**src/rtl/fsm_seq_gen.sv**
```systemverilog
// Serial pattern transmitter: sends pattern[len-1:0] MSB-first, reps times, with gap idle cycles between repetitions.
// Optional per-repetition odd-parity bit when SEQ_GEN_PARITY_EN is defined.
module fsm_seq_gen #(
  parameter int PAT_W = 8,
  parameter int REP_W = 4,
  parameter int GAP_W = 4
) (
  input  logic                           clk,
  input  logic                           rst,
  input  logic                           start,
  input  logic [PAT_W-1:0]               pattern,
  input  logic [$clog2(PAT_W):0]         len,
  input  logic [REP_W-1:0]               reps,
  input  logic [GAP_W-1:0]               gap,
  input  logic                           abort,
  output logic                           x,
  output logic                           valid,
  output logic                           busy,
  output logic                           done
);

  localparam int LEN_W = $clog2(PAT_W) + 1;
  localparam logic [LEN_W-1:0] PAT_W_L = LEN_W'(PAT_W);
  localparam logic [LEN_W-1:0] LEN_ONE = LEN_W'(1);
  localparam logic [REP_W-1:0] REP_ONE = REP_W'(1);
  localparam logic [GAP_W-1:0] GAP_ONE = GAP_W'(1);

  localparam logic [2:0] S_IDLE   = 3'd0;
  localparam logic [2:0] S_SHIFT  = 3'd1;
  localparam logic [2:0] S_GAP    = 3'd2;
  localparam logic [2:0] S_DONE   = 3'd3;
`ifdef SEQ_GEN_PARITY_EN
  localparam logic [2:0] S_PARITY = 3'd4;
`endif

  logic [2:0]       state_q, state_d;
  logic [PAT_W-1:0] pat_q, pat_d;
  logic [LEN_W-1:0] len_q, len_d;
  logic [REP_W-1:0] rep_q, rep_d;
  logic [GAP_W-1:0] gap_q, gap_d;
  logic [LEN_W-1:0] idx_q, idx_d;
  logic [GAP_W-1:0] gcnt_q, gcnt_d;
  logic             x_q, x_d, valid_q, valid_d, busy_q, busy_d, done_q, done_d;
  logic             rep_end;
  logic [LEN_W-1:0] len_c;
  logic [PAT_W-1:0] pat_c;

  function automatic logic bit_at(input logic [PAT_W-1:0] p, input logic [LEN_W-1:0] i);
    logic [PAT_W-1:0] s;
    s = p >> i;
    return s[0];
  endfunction

  // Bits above len are cleared at capture so the parity reduce sees only sent bits.
  function automatic logic [PAT_W-1:0] mask_of(input logic [LEN_W-1:0] l);
    logic [PAT_W-1:0] m;
    for (int i = 0; i < PAT_W; i++) m[i] = (i < int'(l));
    return m;
  endfunction

  assign len_c = (len > PAT_W_L) ? PAT_W_L : len;
  assign pat_c = pattern & mask_of(len_c);

  always_comb begin
    state_d = state_q;
    pat_d   = pat_q;
    len_d   = len_q;
    rep_d   = rep_q;
    gap_d   = gap_q;
    idx_d   = idx_q;
    gcnt_d  = gcnt_q;
    x_d     = 1'b0;
    rep_end = 1'b0;
    case (state_q)
      S_IDLE: begin
        if (start && !abort) begin
          pat_d = pat_c;
          len_d = len_c;
          rep_d = (reps == '0) ? REP_ONE : reps;
          gap_d = gap;
          if (len_c == '0) begin
            state_d = S_DONE;
          end else begin
            state_d = S_SHIFT;
            idx_d   = len_c - LEN_ONE;
            x_d     = bit_at(pat_c, len_c - LEN_ONE);
          end
        end
      end
      S_SHIFT: begin
        if (abort) begin
          state_d = S_IDLE;
        end else if (idx_q != '0) begin
          idx_d = idx_q - LEN_ONE;
          x_d   = bit_at(pat_q, idx_q - LEN_ONE);
        end else begin
`ifdef SEQ_GEN_PARITY_EN
          state_d = S_PARITY;
          x_d     = ~^pat_q;
`else
          rep_end = 1'b1;
`endif
        end
      end
`ifdef SEQ_GEN_PARITY_EN
      S_PARITY: begin
        if (abort) state_d = S_IDLE;
        else       rep_end = 1'b1;
      end
`endif
      S_GAP: begin
        if (abort) begin
          state_d = S_IDLE;
        end else if (gcnt_q <= GAP_ONE) begin
          state_d = S_SHIFT;
          idx_d   = len_q - LEN_ONE;
          x_d     = bit_at(pat_q, len_q - LEN_ONE);
        end else begin
          gcnt_d = gcnt_q - GAP_ONE;
        end
      end
      S_DONE:  state_d = S_IDLE;
      default: state_d = S_IDLE;
    endcase

    // End of a repetition: another rep (after optional gap) or finish.
    if (rep_end) begin
      if (rep_q > REP_ONE) begin
        rep_d = rep_q - REP_ONE;
        if (gap_q != '0) begin
          state_d = S_GAP;
          gcnt_d  = gap_q;
        end else begin
          state_d = S_SHIFT;
          idx_d   = len_q - LEN_ONE;
          x_d     = bit_at(pat_q, len_q - LEN_ONE);
        end
      end else begin
        state_d = S_DONE;
      end
    end

`ifdef SEQ_GEN_PARITY_EN
    valid_d = (state_d == S_SHIFT) || (state_d == S_PARITY);
    busy_d  = (state_d == S_SHIFT) || (state_d == S_PARITY) || (state_d == S_GAP);
`else
    valid_d = (state_d == S_SHIFT);
    busy_d  = (state_d == S_SHIFT) || (state_d == S_GAP);
`endif
    done_d  = (state_d == S_DONE);
  end

  always_ff @(posedge clk or posedge rst) begin
    if (rst) begin
      state_q <= S_IDLE;
      pat_q   <= '0;
      len_q   <= '0;
      rep_q   <= '0;
      gap_q   <= '0;
      idx_q   <= '0;
      gcnt_q  <= '0;
      x_q     <= 1'b0;
      valid_q <= 1'b0;
      busy_q  <= 1'b0;
      done_q  <= 1'b0;
    end else begin
      state_q <= state_d;
      pat_q   <= pat_d;
      len_q   <= len_d;
      rep_q   <= rep_d;
      gap_q   <= gap_d;
      idx_q   <= idx_d;
      gcnt_q  <= gcnt_d;
      x_q     <= x_d;
      valid_q <= valid_d;
      busy_q  <= busy_d;
      done_q  <= done_d;
    end
  end

  assign x     = x_q;
  assign valid = valid_q;
  assign busy  = busy_q;
  assign done  = done_q;

endmodule

```
**config.mk**
```make
export PLATFORM = sky130hd
export DESIGN_NAME = fsm_seq_gen
export DESIGN_NICKNAME = d
export VERILOG_FILES = /design/src/rtl/fsm_seq_gen.sv
export SDC_FILE = /design/constraint.sdc
export NUM_CORES = 1
export LEC_CHECK = 0
export BUFFER_PORTS_ARGS = -buffer_cell sky130_fd_sc_hd__clkbuf_2
export CAP_MARGIN = 20
export CORE_MARGIN = 2
export CORE_UTILIZATION = 55
export CTS_CLUSTER_SIZE = 25
export DETAILED_ROUTE_END_ITERATION = 12
export GPL_ROUTABILITY_DRIVEN = 0
export PLACE_DENSITY_LB_ADDON = 0.08
export SKIP_CTS_REPAIR_TIMING = 1
export SLEW_MARGIN = 20
export SYNTH_ARGS = -nofsm -noshare
export SYNTH_HDL_FRONTEND = slang
export SYNTH_SLANG_ARGS = --single-unit
```
**constraint.sdc**
```tcl
create_clock -name clk -period 4.12 [get_ports clk]
set_clock_uncertainty 0.05 [all_clocks]
set_input_delay 0.206 -clock clk [delete_from_list [all_inputs] [get_ports clk]]
set_output_delay 0.206 -clock clk [all_outputs]
set_load 0.1 [all_outputs]
```
Word-level counts from Yosys, hierarchy flattened

Index checks and enable logic that the tools add are counted.

Add/subtract/negate cells: 5
$lt $le $gt $ge: 11
Eq/ne operators: 5
Shifts and indexed selects: 3
Muxes and demuxes: 44
Bitwise logic cells: 1
Reduce and logical (&&, ||, !) cells: 9

Operators with widths:

| operator                                                                          | number |
|---|---|
| 4-bit 2-to-1 mux                                                                  | 21 |
| 8-bit by 4-bit right shift with 1-bit output                                      | 3 |
| 4-bit by 1-bit subtractor with 4-bit output (second input constant)               | 5 |
| 3-bit 2-to-1 mux                                                                  | 6 |
| 3-bit by 4-bit < comparator with 1-bit output (first input constant)              | 4 |
| 1-bit 2-to-1 mux                                                                  | 12 |
| 4-bit one-hot mux with 3 select lines                                             | 1 |
| 3-bit by 2-bit equality test with 1-bit output (second input constant)            | 3 |
| 3-bit one-hot mux with 3 select lines                                             | 1 |
| 8-bit bitwise AND                                                                 | 1 |
| 4-bit zero test                                                                   | 2 |
| 1-bit by 4-bit < comparator with 1-bit output (first input constant)              | 2 |
| 2-bit by 4-bit < comparator with 1-bit output (first input constant)              | 2 |
| 4-bit nonzero test                                                                | 2 |
| 3-bit by 1-bit equality test with 1-bit output (second input constant)            | 2 |
| 4-bit by 1-bit > comparator with 1-bit output (second input constant)             | 1 |
| 4-bit > comparator (second input constant)                                        | 1 |
| 4-bit by 1-bit less-or-equal comparator with 1-bit output (second input constant) | 1 |
| 2-bit 2-to-1 mux                                                                  | 2 |
| 3-bit zero test                                                                   | 1 |
| 1-bit one-hot mux with 3 select lines                                             | 1 |
| 2-bit AND reduction                                                               | 1 |
| 1-bit logical AND                                                                 | 1 |
| 1-bit zero test                                                                   | 1 |
| 1-bit logical OR                                                                  | 1 |

Register bits after elaboration: 35
Input port bits: 24
Output and inout port bits: 4
Logic and storage cells: 89

Depth between registers and ports, before layout

Word-level depth: 11
Depth in mapped cells: 10
Mapped depth without buffers: 8

Worst setup path before layout

No wires, ideal clock.

Path kind: input port to flip-flop
Start point: in len[3]
End point: reg x_q (netlist: x)
Setup time: 132 ps
Arrival: 2022 ps
Required time: 3938 ps
Slack: 1917 ps
Stages: 10
Buffers on the path: 3
Cells stage by stage: clkbuf_1 -> clkbuf_1 -> nand2b_1 -> ha_1 -> clkbuf_1 -> inv_1 -> nor4_1 -> a211oi_1 -> o2111ai_1 -> nand4_1

Word-level cells in the longest chain between the ends: 11
Elaborated cells between the ends (all ways): 20
Classes of those cells: add/sub (1); order compare (9); shift (1); mux (7); bitwise (1); reduce/logical (1)

Ends and longest elaborated chain:

| item                                                                  | RTL line | RTL |
|---|---|---|
| start, declared                                                       | 12       | `input logic [$clog2(PAT_W):0] len,` |
| 4-bit > comparator                                                    | 61       | `assign len_c = (len > PAT_W_L) ? PAT_W_L : len;` |
| 4-bit 2-to-1 mux (*)                                                  | 61       |  |
| 1-bit by 4-bit < comparator with 1-bit output (tied with other cells) | 57       | `for (int i = 0; i < PAT_W; i++) m[i] = (i < int'(l));` |
| 8-bit bitwise AND                                                     | 62       | `assign pat_c = pattern & mask_of(len_c);` |
| 8-bit by 4-bit right shift with 1-bit output                          | 50       | `s = p >> i;` |
| 1-bit 2-to-1 mux (*)                                                  | 81       | `if (len_c == '0) begin` |
| 1-bit 2-to-1 mux (*)                                                  | 76       | `if (start && !abort) begin` |
| 1-bit one-hot mux with 3 select lines (*)                             | 74       | `case (state_q)` |
| 1-bit 2-to-1 mux                                                      | 130      | `if (gap_q != '0) begin` |
| 1-bit 2-to-1 mux                                                      | 128      | `if (rep_q > REP_ONE) begin` |
| 1-bit 2-to-1 mux (*)                                                  | 127      | `if (rep_end) begin` |
| named net x_d                                                         | 43       | `logic x_q, x_d, valid_q, valid_d, busy_q, busy_d, done_q, done_d;` |
| end signal, assigned                                                  | 162      | `x_q <= 1'b0;` |
| end signal, assigned                                                  | 174      | `x_q <= x_d;` |
| end, declared                                                         | 43       |  |

The timed path passes the listed nets; every way through them passes the cells marked *.
A chain may end at the register's enable or synchronous reset.

Final worst setup path

Start point: reg state_q[2]
End point: reg rep_q[3]

Word-level cells in the longest chain between the ends: 4
Elaborated cells between the ends (all ways): 6
Classes of those cells: eq/ne (1); mux (4); reduce/logical (1)

Ends and longest elaborated chain:

| item                   | RTL line | RTL |
|---|---|---|
| start, declared        | 36       | `logic [2:0] state_q, state_d;` |
| start signal, assigned | 167      | `state_q <= state_d;` |
| 3-bit zero test        | 74       |  |
| 4-bit 2-to-1 mux       | 74       |  |
| 4-bit 2-to-1 mux       | 128      |  |
| 4-bit 2-to-1 mux (*)   | 127      |  |
| named net rep_d[3]     | 39       | `logic [REP_W-1:0] rep_q, rep_d;` |
| end signal, assigned   | 170      | `rep_q <= rep_d;` |
| end, declared          | 39       |  |

Marks and branches as above.

==> flow_metrics.py <==
metrics = {
    "layout": {
        "final_area_um2": 2567,
        "n_antenna_cell": 0,
        "finalNonFillerCells": 336,
        "syn_to_final_growth_pct": 10.44,
        "drive_above_1_share_pct": 19.93,
        "final_cell_mix": "nand2_1, dfrtp_1, clkbuf_2",
        "final_common_cell": "nand2_1",
        "nets": 318,
    },
    "timing": {
        "worst_slew_pin_slew_ns": 0.9820,
        "hold_viol": 0,
        "slew_headroom_pct": 34.37,
        "period_minus_slack_ns": 2.225,
        "timing.hold.ws_ns": 0.04524,
        "setup_violations": 0,
        "fin_crit_sh_pct": 54.01,
        "slew_viol_final": 0,
        "rsz0062_at_grt": "false",
        "setup_tns_ns": 0,
        "fmax_ghz": 0.4494,
        "fin_ws_ns": 1.895,
    },
    "flow_run": {
        "cap_violations": 0,
    },
    "floorplan": {
        "dieArea_um2": 4763,
        "die_h_um": 69.02,
        "fp.coreArea_um2": 4029,
        "ios": 28,
        "start_util_pct": 57.70,
        "fp-row-count": 23,
        "die_x_um": 69.02,
    },
    "cts": {
        "clock_latency_ns": 0.29,
        "numCtsBuffers": 5,
        "clockRootBuffer": "clkbuf_8",
        "cts_tree": "done",
        "numClockSinks": 35,
        "clk_pin_slew_worst_paths_ns": 0.08,
        "h-tree-depth": 2,
        "clockBufferDepth": 2,
    },
    "critical_path": {
        "cp_cell_sequence": "or3_1, nor2_2, mux2i_1, nor2b_1, a311oi_1",
        "r2r_cells": 5,
        "criticalPathCategory": "reg2reg",
        "slowest_stage": "nor2_2",
        "rr_startpoint": "state_q[2]",
        "path_max_fanout": 16,
        "critPathCaptureType": "register",
        "critPathArrivalTime_ns": 2.37,
        "cp_slowest_stage_delay_ns": 0.56,
        "path_buf_inv": 0,
        "crit_required_ns": 4.26,
        "crit_path_start_kind": "register",
        "cpLargestDelayFamily": "simple AND/OR/NAND/NOR gates",
        "rrSetupSlack_ns": 1.89,
        "r2r_end": "rep_q[3]",
    },
    "hold_path": {
        "min_path_type": "in2reg",
        "whs_path_depth": 3,
        "hp-start": "gap[0]",
        "hold_end": "gap_q[0]",
    },
    "logic_synthesis": {
        "synth_cell_type_count": 53,
        "syn-num-nets": 294,
        "synth-edff-count": 0,
        "synth_top_area_share_pct": 37.67,
        "syn_avg_cell_area_um2": 8.907,
        "yosys.area.top_type": "dfrtp_1",
        "ys_ff_latch": 35,
        "syn_area_um2": 2325,
        "yosysSeqAreaShare_pct": 37.67,
        "async_reset_ff_share_pct": 100.0,
        "yosys_warnings": 0,
        "synth_flop_cell": "dfrtp_1",
        "synthCells": 261,
        "ys_top_cells_by_area": "dfrtp_1, nand2_1, ha_1, o21ai_0, mux4_2",
    },
    "placed_design": {
        "dp_slack_ns": 1.829,
        "dp_hpwl_mm": 3.818,
        "portBuffers": 27,
        "placed_area_um2": 2469,
        "place_inst": 327,
    },
    "grt": {
        "grt_max_degree": 36,
        "grt_pass1_vias": 1885,
        "globalRouteOverflowTotal": 0,
        "antenna_found_initial": 0,
        "grt_pass1_wl_mm": 8.963,
        "grt_usage_pct": 23.57,
    },
    "outcome": {
        "status": "finished, final reports clean",
    },
    "drt": {
        "wl_mm": 5.088,
        "vias": 1922,
        "wl_per_cell_um": 15.14,
        "drtPass1Iterations": 4,
        "drc": 0,
        "final_antenna_net_count": 0,
        "drtIter0Drc": 92,
        "viasPerCell": 5.720,
    },
    "pwr": {
        "ir_worst_vdd_v": 0.0002158,
        "power_density_nw_per_um2": 464.9,
        "p_leak_nw": 1.194,
    },
}
## synthesized netlist by cell type (2+ instances only)
cell	instances
clkbuf_1	9
o2111ai_1	2
nor3b_1	2
buf_6	2
o211ai_1	2
ha_1	9
mux4_2	4
o221ai_1	3
dfrtp_1	35
nor4_1	3
inv_1	19
o21ai_0	19
nor3_1	8
a311oi_1	2
xnor2_1	5
mux2_2	5
nand3_1	7
mux2i_1	3
o21bai_1	2
or2_2	3
nor2_1	14
xor2_1	3
nor2b_1	5
nor4b_4	2
a22oi_1	2
a21oi_1	7
or3_1	2
a31o_2	2
o31ai_1	2
nand2b_1	7
nand2_1	48
nand4_1	2
## final cells by class
cell class                      count  area, um2
Clock inverter                      3      20.02
Sequential cell                    35      875.8
Multi-Input combinational cell    195       1316
Timing Repair Buffer               29      152.6
Tap cell                           50      62.56
Fill cell                         373       1461
Inverter                           19      71.32
Clock buffer                        5      68.82
## how the worst max path moves through the flow
stage                    start        to  slack (ns)  cells past startpoint
floorplan               len[3]         x        1.92                     10
global placement        len[3]  idx_q[0]        1.85                      8
detailed placement      len[3]  idx_q[1]        1.83                      8
CTS                 state_q[2]  rep_q[3]        1.92                      5
global route          idx_q[0]  rep_q[3]        1.74                      7
finish              state_q[2]  rep_q[3]        1.89                      5
## where the power goes
part           switching [mW]  total [mW]  internal [mW]
Combinational           0.239       0.439          0.200
Clock                   0.130       0.247          0.117
Sequential             0.0819       0.507          0.425
## through the flow
stage	util [%]	power (mW)
final	63.73	1.194
after detailed placement	61.27	0.9525
after global routing	63.73	1.286
after floorplan	-	0.8496
after CTS	63.48	1.205
after global placement	61.27	0.9425
## worst reg2reg max path: cells and delay by family (launching register included)
family,cells,cell delay [ns]
AOI/OAI and AO/OA,1,0.26
DFF,1,0.48
muxes,1,0.14
and+or+nand+nor,3,1.19
## cells by family (layout without fill, tap and decap cells)
family,Yosys count,count (layout),share of synthesized area [%]
other,1,1,0.1613
muxes,12,12,7.589
adders and majority gates,10,10,5.275
and+or+nand+nor,107,107,23.09
DFF,35,35,37.67
AOI/OAI and AO/OA,57,57,17.49
xor gates and xnor gates,8,8,3.014
buffers and inverters,31,56,5.705
## flip-flops by register name (all words and copies together), names as in the netlist
register	flops
state_q	3
idx_q	4
rep_q	4
busy	1
done	1
len_q	4
gap_q	4
valid	1
pat_q	8
gcnt_q	4
x	1
## per-layer routing
layer,vias to the layer above,track usage (%),part of all wire [%]
met5,-,0,0
met4,0,9.150,2.1
met3,11,4.825,5.1
met2,51,35.79,44
met1,895,33.21,49
li1,965,-,-
Power figures use the tool's default switching activity.
